[src/rtl/title_scene_pkg.sv]
// Shared types and constants for the title/game scene sequencer.
package title_scene_pkg;

    typedef enum logic [2:0] {
        FADE_IN_T  = 3'd0,
        TITLE_HOLD = 3'd1,
        FADE_OUT_T = 3'd2,
        FADE_IN_G  = 3'd3,
        GAME       = 3'd4,
        GAME_OVER  = 3'd5,
        FADE_OUT_G = 3'd6
    } scene_t;

    localparam logic [3:0] FADE_MAX  = 4'hF;
    localparam logic [7:0] KEY_ENTER = 8'h28;
    localparam logic [7:0] KEY_SPACE = 8'h2C;

endpackage

[src/rtl/title_scene_ctrl_frame_tick_gen.sv]
// Frame tick from the falling edge of active-low vsync, plus a modulo-N
// tick counter whose wrap produces a one-cycle step strobe.
module frame_tick_gen #(
    parameter int N = 4
) (
    input  logic clk,
    input  logic rst_n,
    input  logic vs,
    input  logic clr,
    output logic tick,
    output logic step
);

    localparam int            CW   = (N > 1) ? $clog2(N) : 1;
    localparam logic [CW-1:0] LAST = CW'(N - 1);

    logic          vs_q;
    logic [CW-1:0] cnt_q;
    logic [CW-1:0] cnt_d;

    assign tick = vs_q & ~vs;
    assign step = tick & (cnt_q == LAST);

    // clr wins over a simultaneous tick so a new scene always starts from zero
    always_comb begin
        cnt_d = cnt_q;
        if (clr || step) begin
            cnt_d = '0;
        end else if (tick) begin
            cnt_d = cnt_q + 1'b1;
        end
    end

    always_ff @(posedge clk or negedge rst_n) begin
        if (!rst_n) begin
            vs_q  <= 1'b1;
            cnt_q <= '0;
        end else begin
            vs_q  <= vs;
            cnt_q <= cnt_d;
        end
    end

endmodule

[src/rtl/title_scene_ctrl.sv]
// Scene sequencer: title/board selection, global fade level and new-game pulse.
// Optional TITLE_BLINK_EN: blink the "press start" prompt while on the title.
module title_scene_ctrl
    import title_scene_pkg::*;
#(
    parameter int         FADE_STEP_FRAMES = 4,
    parameter int         TITLE_MIN_FRAMES = 60,
    parameter int         OVER_FRAMES      = 180,
    parameter logic [7:0] START_KEY        = KEY_ENTER
`ifdef TITLE_BLINK_EN
    ,
    parameter int         BLINK_FRAMES     = 32
`endif
) (
    input  logic       vga_clk,
    input  logic       reset_n,
    input  logic       vs,
    input  logic       key_valid,
    input  logic [7:0] keycode,
    input  logic       game_over,
    output logic [2:0] scene,
    output logic       title_sel,
    output logic [3:0] fade_level,
    output logic       game_start,
    output logic       game_active,
    output logic       prompt_vis
);

    localparam logic [15:0] MIN_CNT   = 16'(TITLE_MIN_FRAMES);
    localparam logic [15:0] OVER_LAST = 16'(OVER_FRAMES - 1);

    scene_t      state_q, state_d;
    logic [3:0]  fade_q, fade_d;
    logic [15:0] dwell_q, dwell_d;
    logic        title_sel_q, title_sel_d;
    logic        game_start_q, game_start_d;
    logic        game_active_q, game_active_d;
    logic        prompt_vis_q, prompt_vis_d;
    logic        tick, fade_step, state_chg, start_hit;

    assign state_chg = (state_d != state_q);
    assign start_hit = key_valid && (keycode == START_KEY);

    frame_tick_gen #(.N(FADE_STEP_FRAMES)) u_fade_tick (
        .clk   (vga_clk),
        .rst_n (reset_n),
        .vs    (vs),
        .clr   (state_chg),
        .tick  (tick),
        .step  (fade_step)
    );

`ifdef TITLE_BLINK_EN
    logic blink_tick, blink_step;

    frame_tick_gen #(.N(BLINK_FRAMES)) u_blink_tick (
        .clk   (vga_clk),
        .rst_n (reset_n),
        .vs    (vs),
        .clr   (state_chg),
        .tick  (blink_tick),
        .step  (blink_step)
    );
`endif

    always_comb begin
        state_d = state_q;
        fade_d  = fade_q;
        case (state_q)
            FADE_IN_T, FADE_IN_G: begin
                if (fade_step) begin
                    if (fade_q == FADE_MAX) state_d = (state_q == FADE_IN_T) ? TITLE_HOLD : GAME;
                    else                    fade_d  = fade_q + 4'd1;
                end
            end
            FADE_OUT_T, FADE_OUT_G: begin
                if (fade_step) begin
                    if (fade_q == 4'd0) state_d = (state_q == FADE_OUT_T) ? FADE_IN_G : FADE_IN_T;
                    else                fade_d  = fade_q - 4'd1;
                end
            end
            TITLE_HOLD: if (start_hit && (dwell_q >= MIN_CNT)) state_d = FADE_OUT_T;
            GAME:       if (game_over) state_d = GAME_OVER;
            GAME_OVER:  if (start_hit || (tick && (dwell_q == OVER_LAST))) state_d = FADE_OUT_G;
            default: begin
                state_d = FADE_IN_T;
                fade_d  = 4'd0;
            end
        endcase

        // frames spent in the current scene, restarted on every scene change
        dwell_d = dwell_q;
        if (state_d != state_q)          dwell_d = '0;
        else if (tick && dwell_q != '1) dwell_d = dwell_q + 16'd1;

        title_sel_d   = (state_d == FADE_IN_T) || (state_d == TITLE_HOLD) || (state_d == FADE_OUT_T);
        game_active_d = (state_d == GAME);
        game_start_d  = (state_d == FADE_IN_G) && (state_q != FADE_IN_G);
`ifdef TITLE_BLINK_EN
        if (state_d != TITLE_HOLD)      prompt_vis_d = 1'b0;
        else if (state_q != TITLE_HOLD) prompt_vis_d = 1'b1;
        else                            prompt_vis_d = prompt_vis_q ^ (blink_tick & blink_step);
`else
        prompt_vis_d  = (state_d == TITLE_HOLD);
`endif
    end

    always_ff @(posedge vga_clk or negedge reset_n) begin
        if (!reset_n) begin
            state_q       <= FADE_IN_T;
            fade_q        <= 4'd0;
            dwell_q       <= '0;
            title_sel_q   <= 1'b1;
            game_start_q  <= 1'b0;
            game_active_q <= 1'b0;
            prompt_vis_q  <= 1'b0;
        end else begin
            state_q       <= state_d;
            fade_q        <= fade_d;
            dwell_q       <= dwell_d;
            title_sel_q   <= title_sel_d;
            game_start_q  <= game_start_d;
            game_active_q <= game_active_d;
            prompt_vis_q  <= prompt_vis_d;
        end
    end

    assign scene       = state_q;
    assign fade_level  = fade_q;
    assign title_sel   = title_sel_q;
    assign game_start  = game_start_q;
    assign game_active = game_active_q;
    assign prompt_vis  = prompt_vis_q;

endmodule

[config.mk]
export PLATFORM = sky130hd
export DESIGN_NAME = title_scene_ctrl
export DESIGN_NICKNAME = d
export VERILOG_FILES = /design/src/rtl/title_scene_pkg.sv /design/src/rtl/title_scene_ctrl_frame_tick_gen.sv /design/src/rtl/title_scene_ctrl.sv
export SDC_FILE = /design/constraint.sdc
export NUM_CORES = 1
export LEC_CHECK = 0
export ABC_AREA = 1
export CELL_PAD_IN_SITES_DETAIL_PLACEMENT = 0
export CELL_PAD_IN_SITES_GLOBAL_PLACEMENT = 1
export CORE_MARGIN = 2
export CORE_UTILIZATION = 40
export CTS_CLUSTER_SIZE = 24
export DETAILED_ROUTE_END_ITERATION = 16
export PLACE_DENSITY_LB_ADDON = 0.1
export SETUP_SLACK_MARGIN = 0.3
export SYNTH_ARGS = -nofsm -noshare
export SYNTH_HDL_FRONTEND = slang
export SYNTH_HIERARCHICAL = 1
export SYNTH_SLANG_ARGS = --single-unit
[constraint.sdc]
create_clock -name vga_clk -period 2.9 [get_ports vga_clk]
set_clock_uncertainty 0.2 [all_clocks]
set_input_delay 0.58 -clock vga_clk [delete_from_list [all_inputs] [get_ports vga_clk]]
set_output_delay 0.58 -clock vga_clk [all_outputs]
set_load 0.1 [all_outputs]
==> Word-level counts from Yosys, hierarchy flattened <==
Cells that the tools add are included.
{ "totals": {"latch_bits": 0, "elab_cells": 76, "mem_bits_ro": 0, "output_inout_bits": 11, "ff_bits": 30, "mem_count": 0, "inputBits": 13, "ram_bits": 0} }
{ "classes": {"muxes": 19, "n_addsub": 4, "n_lt_le_gt_ge": 1, "bitwise": 4, "shifts": 0, "n_div": 0, "reduce_logical": 18, "n_mul": 0, "eq_ne": 21} }
{ "ops": {"columns": ["operator", "count"], "rows": [
  ["two-way mux 16 bit", 2],
  ["two-way mux 3 bit", 8],
  ["adder 16 x 1 -> 16 bit (second input constant)", 1],
  ["== test 16 x 8 -> 1 bit (second input constant)", 1],
  [">= comparator 16 x 6 -> 1 bit (second input constant)", 1],
  ["two-way mux 4 bit", 4],
  ["!= test 16 bit (second input constant)", 1],
  ["case mux 3 bit (5 select lines)", 1],
  ["== test 3 x 2 -> 1 bit (second input constant)", 4],
  ["== test 3 bit (second input constant)", 4],
  ["case mux 4 bit (3 select lines)", 1],
  ["== test 8 x 6 -> 1 bit (second input constant)", 1],
  ["== test 3 x 1 -> 1 bit (second input constant)", 2],
  ["zero test 3 bit", 2],
  ["two-way mux 2 bit", 3],
  ["logical AND 1 bit", 5],
  ["AND reduction 5 bit", 1],
  ["adder 4 x 1 -> 4 bit (second input constant)", 1],
  ["== test 4 bit (second input constant)", 1],
  ["zero test 4 bit", 1],
  ["logical OR 1 bit", 4],
  ["!= test 2 x 1 -> 1 bit (second input constant)", 2],
  ["!= test 2 bit (second input constant)", 2],
  ["nonzero test 2 bit", 2],
  ["other kinds (9)", 12]
]} }

==> Longest topological paths before layout <==
Gate-level depths: netlist (run 1).
{ "depth": {"word_depth": 9, "mapped_depth": 16, "depth_no_buf": 15} }

==> Cells and area by module <==
The synthesis (run 1) kept the hierarchy.
{ "by_module_without_submodules": {"columns": ["module", "area_each_um2", "seq_area_each_um2", "cells_per_inst", "instances"], "rows": [
  ["title_scene_ctrl", 1890.6, 676.9, 256, 1],
  ["frame_tick_gen", 153.9, 76.3, 17, 1]
]} }

==> Worst setup path before layout (run 1) <==
Ideal clock, no wire load.
{ "synth_timing": {"path_type": "reg-to-reg", "start": "register state_q[0], in the netlist scene[0]", "end": "register u_fade_tick.cnt_q[0]", "stages_incl_launch_ff": 15, "setup_ns": 0.065, "slack_ns": 0.249, "synth_period_minus_slack_ns": 2.651, "required_time_ns": 2.635, "arrival_ns": 2.387, "n_path_buf": 2, "cell_sequence": "dfrtp_1 -> buf_4 -> inv_2 -> nand2_4 -> nor2_1 -> nand2_1 -> nand2_1 -> nand2_1 -> nand3_1 -> o21ai_4 -> nand3_4 -> buf_12 -> nor2_2 -> nand2_1 -> nand2_1"} }
{ "synth_via": {"elab_chain_cells": 8, "elab_cells_between_ends": 23, "cone_classes": "eq/ne (7); mux (11); reduce/logical (5)"} }
{ "synth_lines": {"columns": ["element", "line_no", "text"], "rows": [
  ["start, declared", "title_scene_ctrl.sv:32", "scene_t state_q, state_d;"],
  ["start signal, assigned", "title_scene_ctrl.sv:118", "state_q <= state_d;"],
  ["== test 3 x 2 -> 1 bit or zero test 3 bit (tied branches)", "title_scene_ctrl.sv:69, title_scene_ctrl.sv:78, title_scene_ctrl.sv:72", null],
  ["two-way mux 2 bit or two-way mux 3 bit (tied branches)", "title_scene_ctrl.sv:78, title_scene_ctrl.sv:72", null],
  ["two-way mux 3 bit, on equally long branches", "title_scene_ctrl.sv:78, title_scene_ctrl.sv:72", null],
  ["two-way mux 3 bit, on equally long branches", "title_scene_ctrl.sv:77, title_scene_ctrl.sv:71", null],
  ["case mux 3 bit (5 select lines)", "title_scene_ctrl.sv:69", "case (state_q)"],
  ["!= test 3 bit *", "title_scene_ctrl.sv:41", "assign state_chg = (state_d != state_q);"],
  ["via state_chg", "title_scene_ctrl.sv:39", "logic tick, fade_step, state_chg, start_hit;"],
  ["logical OR 1 bit *", "title_scene_ctrl_frame_tick_gen.sv:27", "if (clr || step) begin"],
  ["two-way mux 2 bit or nonzero test 2 bit (tied branches)", null, null],
  ["end signal, assigned", "title_scene_ctrl_frame_tick_gen.sv:40", "cnt_q <= cnt_d;"],
  ["end, declared", "title_scene_ctrl_frame_tick_gen.sv:18", "logic [CW-1:0] cnt_q;"]
]} }
Mark *: on every way through the listed nets, which the timed path passes. The rest lies on a longest branch.
A chain may end at the register's enable or synchronous reset.

==> Worst setup path after layout (run 1) <==
{ "layout_timing": {"start": "input port vs", "end": "register dwell_q[0]"} }
{ "layout_via": {"elab_cells_between_ends": 13, "cone_classes": "eq/ne (1); mux (5); bitwise (3); reduce/logical (4)"} }
{ "layout_rtl": {"columns": ["element", "line_no", "text"], "rows": [
  ["start, declared", "title_scene_ctrl.sv:17", "input logic vs,"],
  ["inverter 1 bit *", "title_scene_ctrl_frame_tick_gen.sv:21", "assign tick = vs_q & ~vs;"],
  ["bitwise AND 1 bit *", "title_scene_ctrl_frame_tick_gen.sv:21", null],
  ["bitwise AND 1 bit *", "title_scene_ctrl_frame_tick_gen.sv:22", "assign step = tick & (cnt_q == LAST);"],
  ["via fade_step", "title_scene_ctrl.sv:39", null],
  ["two-way mux 3 bit, on equally long branches", "title_scene_ctrl.sv:77, title_scene_ctrl.sv:71", null],
  ["case mux 3 bit (5 select lines) *", "title_scene_ctrl.sv:69", null],
  ["via state_d[1]", "title_scene_ctrl.sv:32", null],
  ["!= test 3 bit *", "title_scene_ctrl.sv:93", "if (state_d != state_q) dwell_d = '0;"],
  ["two-way mux 16 bit or nonzero test 2 bit (tied branches)", null, null],
  ["end signal, assigned", "title_scene_ctrl.sv:120", "dwell_q <= dwell_d;"],
  ["end, declared", "title_scene_ctrl.sv:34", "logic [15:0] dwell_q, dwell_d;"]
]} }
Marked as above.

==> results.ini, run 1 <==
[global_routing]
grt_pass1_wl_um = 7160
grt_pass1_vias = 1684
grt_max_degree = 31
antenna_found_initial = 0
grt.total_usage_pct = 16.6
gr-total-overflow = 0

[hold_path]
hold_path.class = register to register

[synthesis]
async_flop_share_pct = 100
synth_enable_flop_cells = 0
synth_top_cell_by_area = dfrtp_1
synth_cells = 273
synth-seq-cells = 30
synth_cell_types = 33
synth.top_cells.by_area = dfrtp_1 34%, nand2_1 12%, inv_1 7.0%
syn_area_per_cell_um2 = 7.49
synth_top_area_share_pct = 34.3
yosysWarnings = 6
synth-seq-area-share_pct = 36.8
ys_top_cells_by_count = 67 x nand2_1, 38 x inv_1, 38 x nor2_1
synth_area_mm2 = 0.00204
syn_nets = 292
yosys.cell_count.top_type = nand2_1
synth-main-ff-cell = dfrtp_1

[sta]
grt_setup_unrepaired = no
clock.fmax_ghz = 0.423
finalMaxSlewViolations = 0
hold_viol_final = 0
tightest_slew_ns = 0.406
period_share_pct = 81.6
finalSetupTns_ns = 0
worst_slack_ns = 0.533
setup_violations = 0
fin_crit_ns = 2.37
max-slew-margin-rel_pct = 72.8

[clock_network]
clkSlewWorstSetupHoldPaths_ns = 0.07
post_cts_buffers = 0
cts_resized = 0
hold_buffers = 0
cts_buffers = 5
worstSkewPairLatency_ns = 0.28
cts_tree = built
cts_max_level = 2
clock_path_buffers = 2
cts_root_buf = clkbuf_8
clock-sinks = 30

[final_layout]
diodes = 0
fin_util_pct = 48.7
nets = 325
fillers = 523
drive_above_1_share_pct = 18.2
final_area_mm2 = 0.00244
stdcell_count = 377
area_growth_pct = 19.3

[power]
leakage_nw = 1.16
ir_drop_v = 0.000834
power_density_mw_per_mm2 = 766

[job]
cap_violations = 0

[floorplan]
die_h_um = 75.5
chipWidth_um = 75.5
start_util_pct = 40.8
ios = 24
fp.coreArea_mm2 = 0.00501
fp.dieArea_mm2 = 0.00570
num_rows = 26

[routing]
wire_per_inst_um = 10.8
drt-vias-per-instance = 4.52
dr_total_vias = 1705
drt_iter0_drc = 93
drt_pass1_iterations = 4
drc = 0
finalWirelength_um = 4080
antenna_left = 0

[worst_setup_path]
cp_cell_sequence = clkdlybuf4s50_1 > nor3_1 > buf_4 > a31oi_1 > nor2_1 > nand3_2 > nand2_1 > nand3_4 > buf_4 > nor2_1
slowest_delay_ns = 0.48
critPathMaxFanout = 8
cp.arrival_ns = 2.38
cpMaxStageDelayCell = clkdlybuf4s50_1
crit_required_ns = 2.92
startpoint_type = input port
worstSetupPathType = input port to register
worstSetupEndpointType = register

[status]
status = finished, final reports clean

[place]
port_buffers = 23
dpl_cell_area_mm2 = 0.00235
pre_cts_slack_ns = 0.209
routabilityCongestion = 0.815
hpwl_um = 3190
dp.cells = 369

==> critical path: cells and delay by family <==
family,cells,cell delay [ns]
buffers and inverters,3,0.87
and+or+nand+nor,6,0.85
AOI/OAI and AO/OA,1,0.09
==> stage by stage <==
stage               hold WS, ns  power, mW
finish                    0.312       1.87
global route              0.355       2.01
CTS                       0.320       1.90
detailed placement        0.281       1.54
global placement          0.280       1.54
floorplan                0.0844       1.36
==> metal layers <==
layer / up-vias / wire length [µm] / global-route usage (%) / part of all wire, %
li1: 918 / - / - / -
met5: - / 0 / 0 / 0
met1: 759 / 1930 / 20.9 / 47
met4: 0 / 68 / 6.43 / 1.7
met3: 7 / 101 / 4.37 / 2.5
met2: 21 / 1970 / 27.3 / 48
==> logic make-up after synthesis <==
kind of cell	after synthesis	synth area share, %
AO/OA/AOI/OAI	18	5.57
AND/OR/NAND/NOR	160	38.8
buffers and inverters	47	9.61
flip-flops	30	36.8
adder cells (fa/ha/maj)	6	4.04
XOR/XNOR	12	5.14
==> where the power goes <==
part           internal (mW)  leakage [nW]  switching [mW]
registers              0.490         0.397          0.0733
clock network          0.191        0.0482           0.150
logic                  0.259         0.716           0.705
total                  0.939          1.16           0.929
==> layout make-up <==
cell class	count	area (µm²)	share of cell area, %
repair buffers	28	240	9.85
multi-input cells	196	1090	44.9
clock buffers	7	86.3	3.54
inverters	45	169	6.93
flip-flops and latches	30	756	31.0
well taps	70	87.6	3.59
clock inverters	1	5.00	0.205
==> state kept, by name, indices dropped and copies added, names as in the netlist <==
name	count
game_active	1
title_sel	1
u_fade_tick/cnt_q	2
u_fade_tick/vs_q	1
game_start	1
scene	3
prompt_vis	1
fade_level	4
dwell_q	16
==> layout by cell type, fill, tap and decap left out, types with 5 or more instances in the layout <==
cell type        synthesis  final
o21ai_0                  5      5
inv_1                   38     38
a21oi_1                  5      5
clkbuf_8                 0      6
ha_1                     5      5
nor3_1                   5      5
clkdlybuf4s50_1          0     12
nor2_1                  38     38
nand3_1                 19     19
nand4_1                  6      6
inv_2                    7      7
xor2_1                  10     10
buf_4                    1     16
nand2_1                 67     67
dfrtp_1                 28     26
nor2_4                  11     11
==> worst paths after layout <==
| check | from | end | cells past startpoint | slack, ns |
|---|---|---|---|---|
| max in group asynchronous | reset_n | u_fade_tick/vs_q$_DFF_PN1_ | 2 | 1.69 |
| min | u_fade_tick/cnt_q[1]$_DFFE_PN0P_ | u_fade_tick/cnt_q[1]$_DFFE_PN0P_ | 2 | 0.31 |
| min in group asynchronous | reset_n | dwell_q[5]$_DFFE_PN0P_ | 2 | 0.49 |
| max reg2reg | dwell_q[0]$_DFFE_PN0P_ | dwell_q[0]$_DFFE_PN0P_ | 13 | 0.78 |
| min reg2reg | u_fade_tick/cnt_q[1]$_DFFE_PN0P_ | u_fade_tick/cnt_q[1]$_DFFE_PN0P_ | 2 | 0.31 |
| max | vs | dwell_q[0]$_DFFE_PN0P_ | 10 | 0.53 |
Power figures use the tool's default switching activity.
==> inputs of run 2 (changes only) <==
--- a/config.mk
+++ b/config.mk
@@ -9,7 +9,7 @@
 export CELL_PAD_IN_SITES_DETAIL_PLACEMENT = 0
 export CELL_PAD_IN_SITES_GLOBAL_PLACEMENT = 1
 export CORE_MARGIN = 2
-export CORE_UTILIZATION = 40
+export CORE_UTILIZATION = 37
 export CTS_CLUSTER_SIZE = 24
 export DETAILED_ROUTE_END_ITERATION = 16
 export PLACE_DENSITY_LB_ADDON = 0.1
==> constraint.sdc (replaced) <==
create_clock -name vga_clk -period 1.9 [get_ports vga_clk]
set_clock_uncertainty 0.2 [all_clocks]
set_input_delay 0.38 -clock vga_clk [delete_from_list [all_inputs] [get_ports vga_clk]]
set_output_delay 0.38 -clock vga_clk [all_outputs]
set_load 0.1 [all_outputs]
==> run 2 against run 1 <==
The flow now finishes with violations (negative setup slack). Sequential power is 62% higher. Non-clock buffer count is 51 higher. Worst setup slack worse by 0.69 ns. First-iteration DRC count is 37% lower. Via count is 14% higher. Global-route usage is 0.81 points higher. Sequential cell count stayed put. Critical path depth stayed put. Clock power is 74% higher. Cell count is 14% higher. Die area is 7.7% higher. Critical path type is now register to register. Critical endpoint is now dwell_q[7]$_DFFE_PN0P_.
==> results.ini, run 2 (synthesis results as in run 1) <==
[status]
status = complete, but fails checks
violations = negative setup slack

[global_routing]
grt_pass1_wl_um = 8430
antenna_found_initial = 0
gr-total-overflow = 0
grt_pass1_vias = 1944
grt_max_degree = 31
grt.total_usage_pct = 17.4

[worst_setup_path]
cp.arrival_ns = 2.07
startpoint_type = register
worstSetupEndpointType = register
critPathMaxFanout = 6
crit_required_ns = 1.91
worstSetupPathType = register to register

[clock_network]
clkSlewWorstSetupHoldPaths_ns = 0.06
worstSkewPairLatency_ns = 0.28
cts_tree = built
clock_path_buffers = 2
cts_buffers = 5
cts_max_level = 2
hold_buffers = 0
clock-sinks = 30
cts_root_buf = clkbuf_8

[final_layout]
nets = 376
final_common_cell = nand2_1
diodes = 0
mostFrequentLayoutCells = 60 x nand2_1, 39 x buf_4, 32 x inv_1
area_growth_pct = 58.8
fin_util_pct = 60.1
drive_above_1_share_pct = 41.9
largest_reg_flops = 16
fillers = 490
largest-register = dwell_q

[routing]
wire_per_inst_um = 11.3
drc = 0
finalWirelength_um = 4860
antenna_left = 0
drt_pass1_iterations = 4
drt-vias-per-instance = 4.53
drt_iter0_drc = 59
dr_total_vias = 1948

[floorplan]
die_h_um = 78.3
fp.coreArea_mm2 = 0.00541
fp.dieArea_mm2 = 0.00614
chipWidth_um = 78.3
num_rows = 27
ios = 24
start_util_pct = 37.8

[sta]
worst_slack_ns = -0.157
finalMaxSlewViolations = 0
tightest_slew_ns = 0.389
hold_viol_final = 0
clock.fmax_ghz = 0.486
finalSetupTns_ns = -2.39
period_share_pct = 108
grt_setup_unrepaired = yes
fin_crit_ns = 2.06
setup_violations = 20
max-slew-margin-rel_pct = 74.1
whs_ns = 0.210

[power]
clock_power_share_pct = 15.2
ir_drop_v = 0.00112
p_sw_mw = 1.70
design_power_total_mw = 3.89
leakage_nw = 1.52
power_density_mw_per_mm2 = 1200
internal_power_mw = 2.19
pwr-share-comb_pct = 61.4
seqPwrFrac_pct = 23.4
swShare_pct = 43.7

[job]
cap_violations = 0

[place]
port_buffers = 23
hpwl_um = 3640
routabilityCongestion = 0.803

[hold_path]
hold_path.class = input port to register

-- run 2: cell types whose count changed in the layout (fill, tap and decap cells not counted), sizes merged --
cell | previous run | this run
buf | 16 | 66
dlygate4sd2 | 0 | 1
clkdlybuf4s50 | 12 | 11
clkbuf | 7 | 9
clkinv | 1 | 0
-- run 2: power groups by stage --
stage               registers [mW]  logic (mW)  clock network (mW)
finish                       0.911        2.39               0.592
global route                 0.928        2.54               0.638
CTS                          0.906        2.18               0.608
detailed placement           0.907        2.02                   0
global placement             0.903        2.01                   0
floorplan                     1.39       0.778                   0
-- run 2: final timing paths --
kind	to	from	slack, ns	cells past startpoint
setup reg to reg	dwell_q[7]$_DFFE_PN0P_	u_fade_tick/vs_q$_DFF_PN1_	-0.16	10
hold / removal	u_fade_tick/vs_q$_DFF_PN1_	vs	0.21	1
max in group asynchronous	title_sel$_DFF_PN1_	reset_n	0.88	2
min in group asynchronous	dwell_q[3]$_DFFE_PN0P_	reset_n	0.29	2
hold reg to reg	u_fade_tick/cnt_q[1]$_DFFE_PN0P_	u_fade_tick/cnt_q[1]$_DFFE_PN0P_	0.29	2
setup / recovery	dwell_q[7]$_DFFE_PN0P_	u_fade_tick/vs_q$_DFF_PN1_	-0.16	10
-- run 2: stage by stage --
step | setup WS [ns] | cell area, µm² | std cells
3_3_place_gp | -0.503 | 2870 | 413
6_report | -0.157 | 3250 | 430
5_1_grt | -0.231 | 3250 | 430
4_1_cts | -0.132 | 3100 | 424
3_5_place_dp | -0.551 | 2870 | 413
2_1_floorplan | -0.240 | 2110 | 273
-- run 2: area by class of cell --
class                      instances  area (µm²)  area share (%)
clock buffer                       8         110            3.39
inverter                          45         179            5.51
multi-input combinational        196        1240            38.3
sequential                        30         777            23.9
tap                               72        90.1            2.77
timing repair buffer              79         846            26.1
-- run 2: routing by layer --
layer  track usage (%)  vias up  part of all wire [%]
met1              21.5      891                    42
li1                  -     1020                     -
met5                 0        -                     0
met3              3.45        8                   3.1
met2              30.4       29                    53
met4              5.79        0                   1.6
-- run 2: what timing repair did --
| item | 4_1_cts | 5_1_grt |
|---|---|---|
| gates cloned | 0 | 1 |
| setup buffers | 3 | 5 |
| setup endpoints to repair | 35 | 35 |
| resized for setup | 30 | 22 |
| pin swaps | 16 | 15 |
-- run 2: worst max-delay path: stages, from the launching register on --
cell and delay [ns]:
dfstp_2 0.52, inv_2 0.05, nor3_2 0.17, buf_6 0.16, nand3b_1 0.10, nand3_1 0.09, nand3_2 0.10, o21ai_4 0.15
nand3_4 0.15, clkbuf_16 0.21, nor2_4 0.09
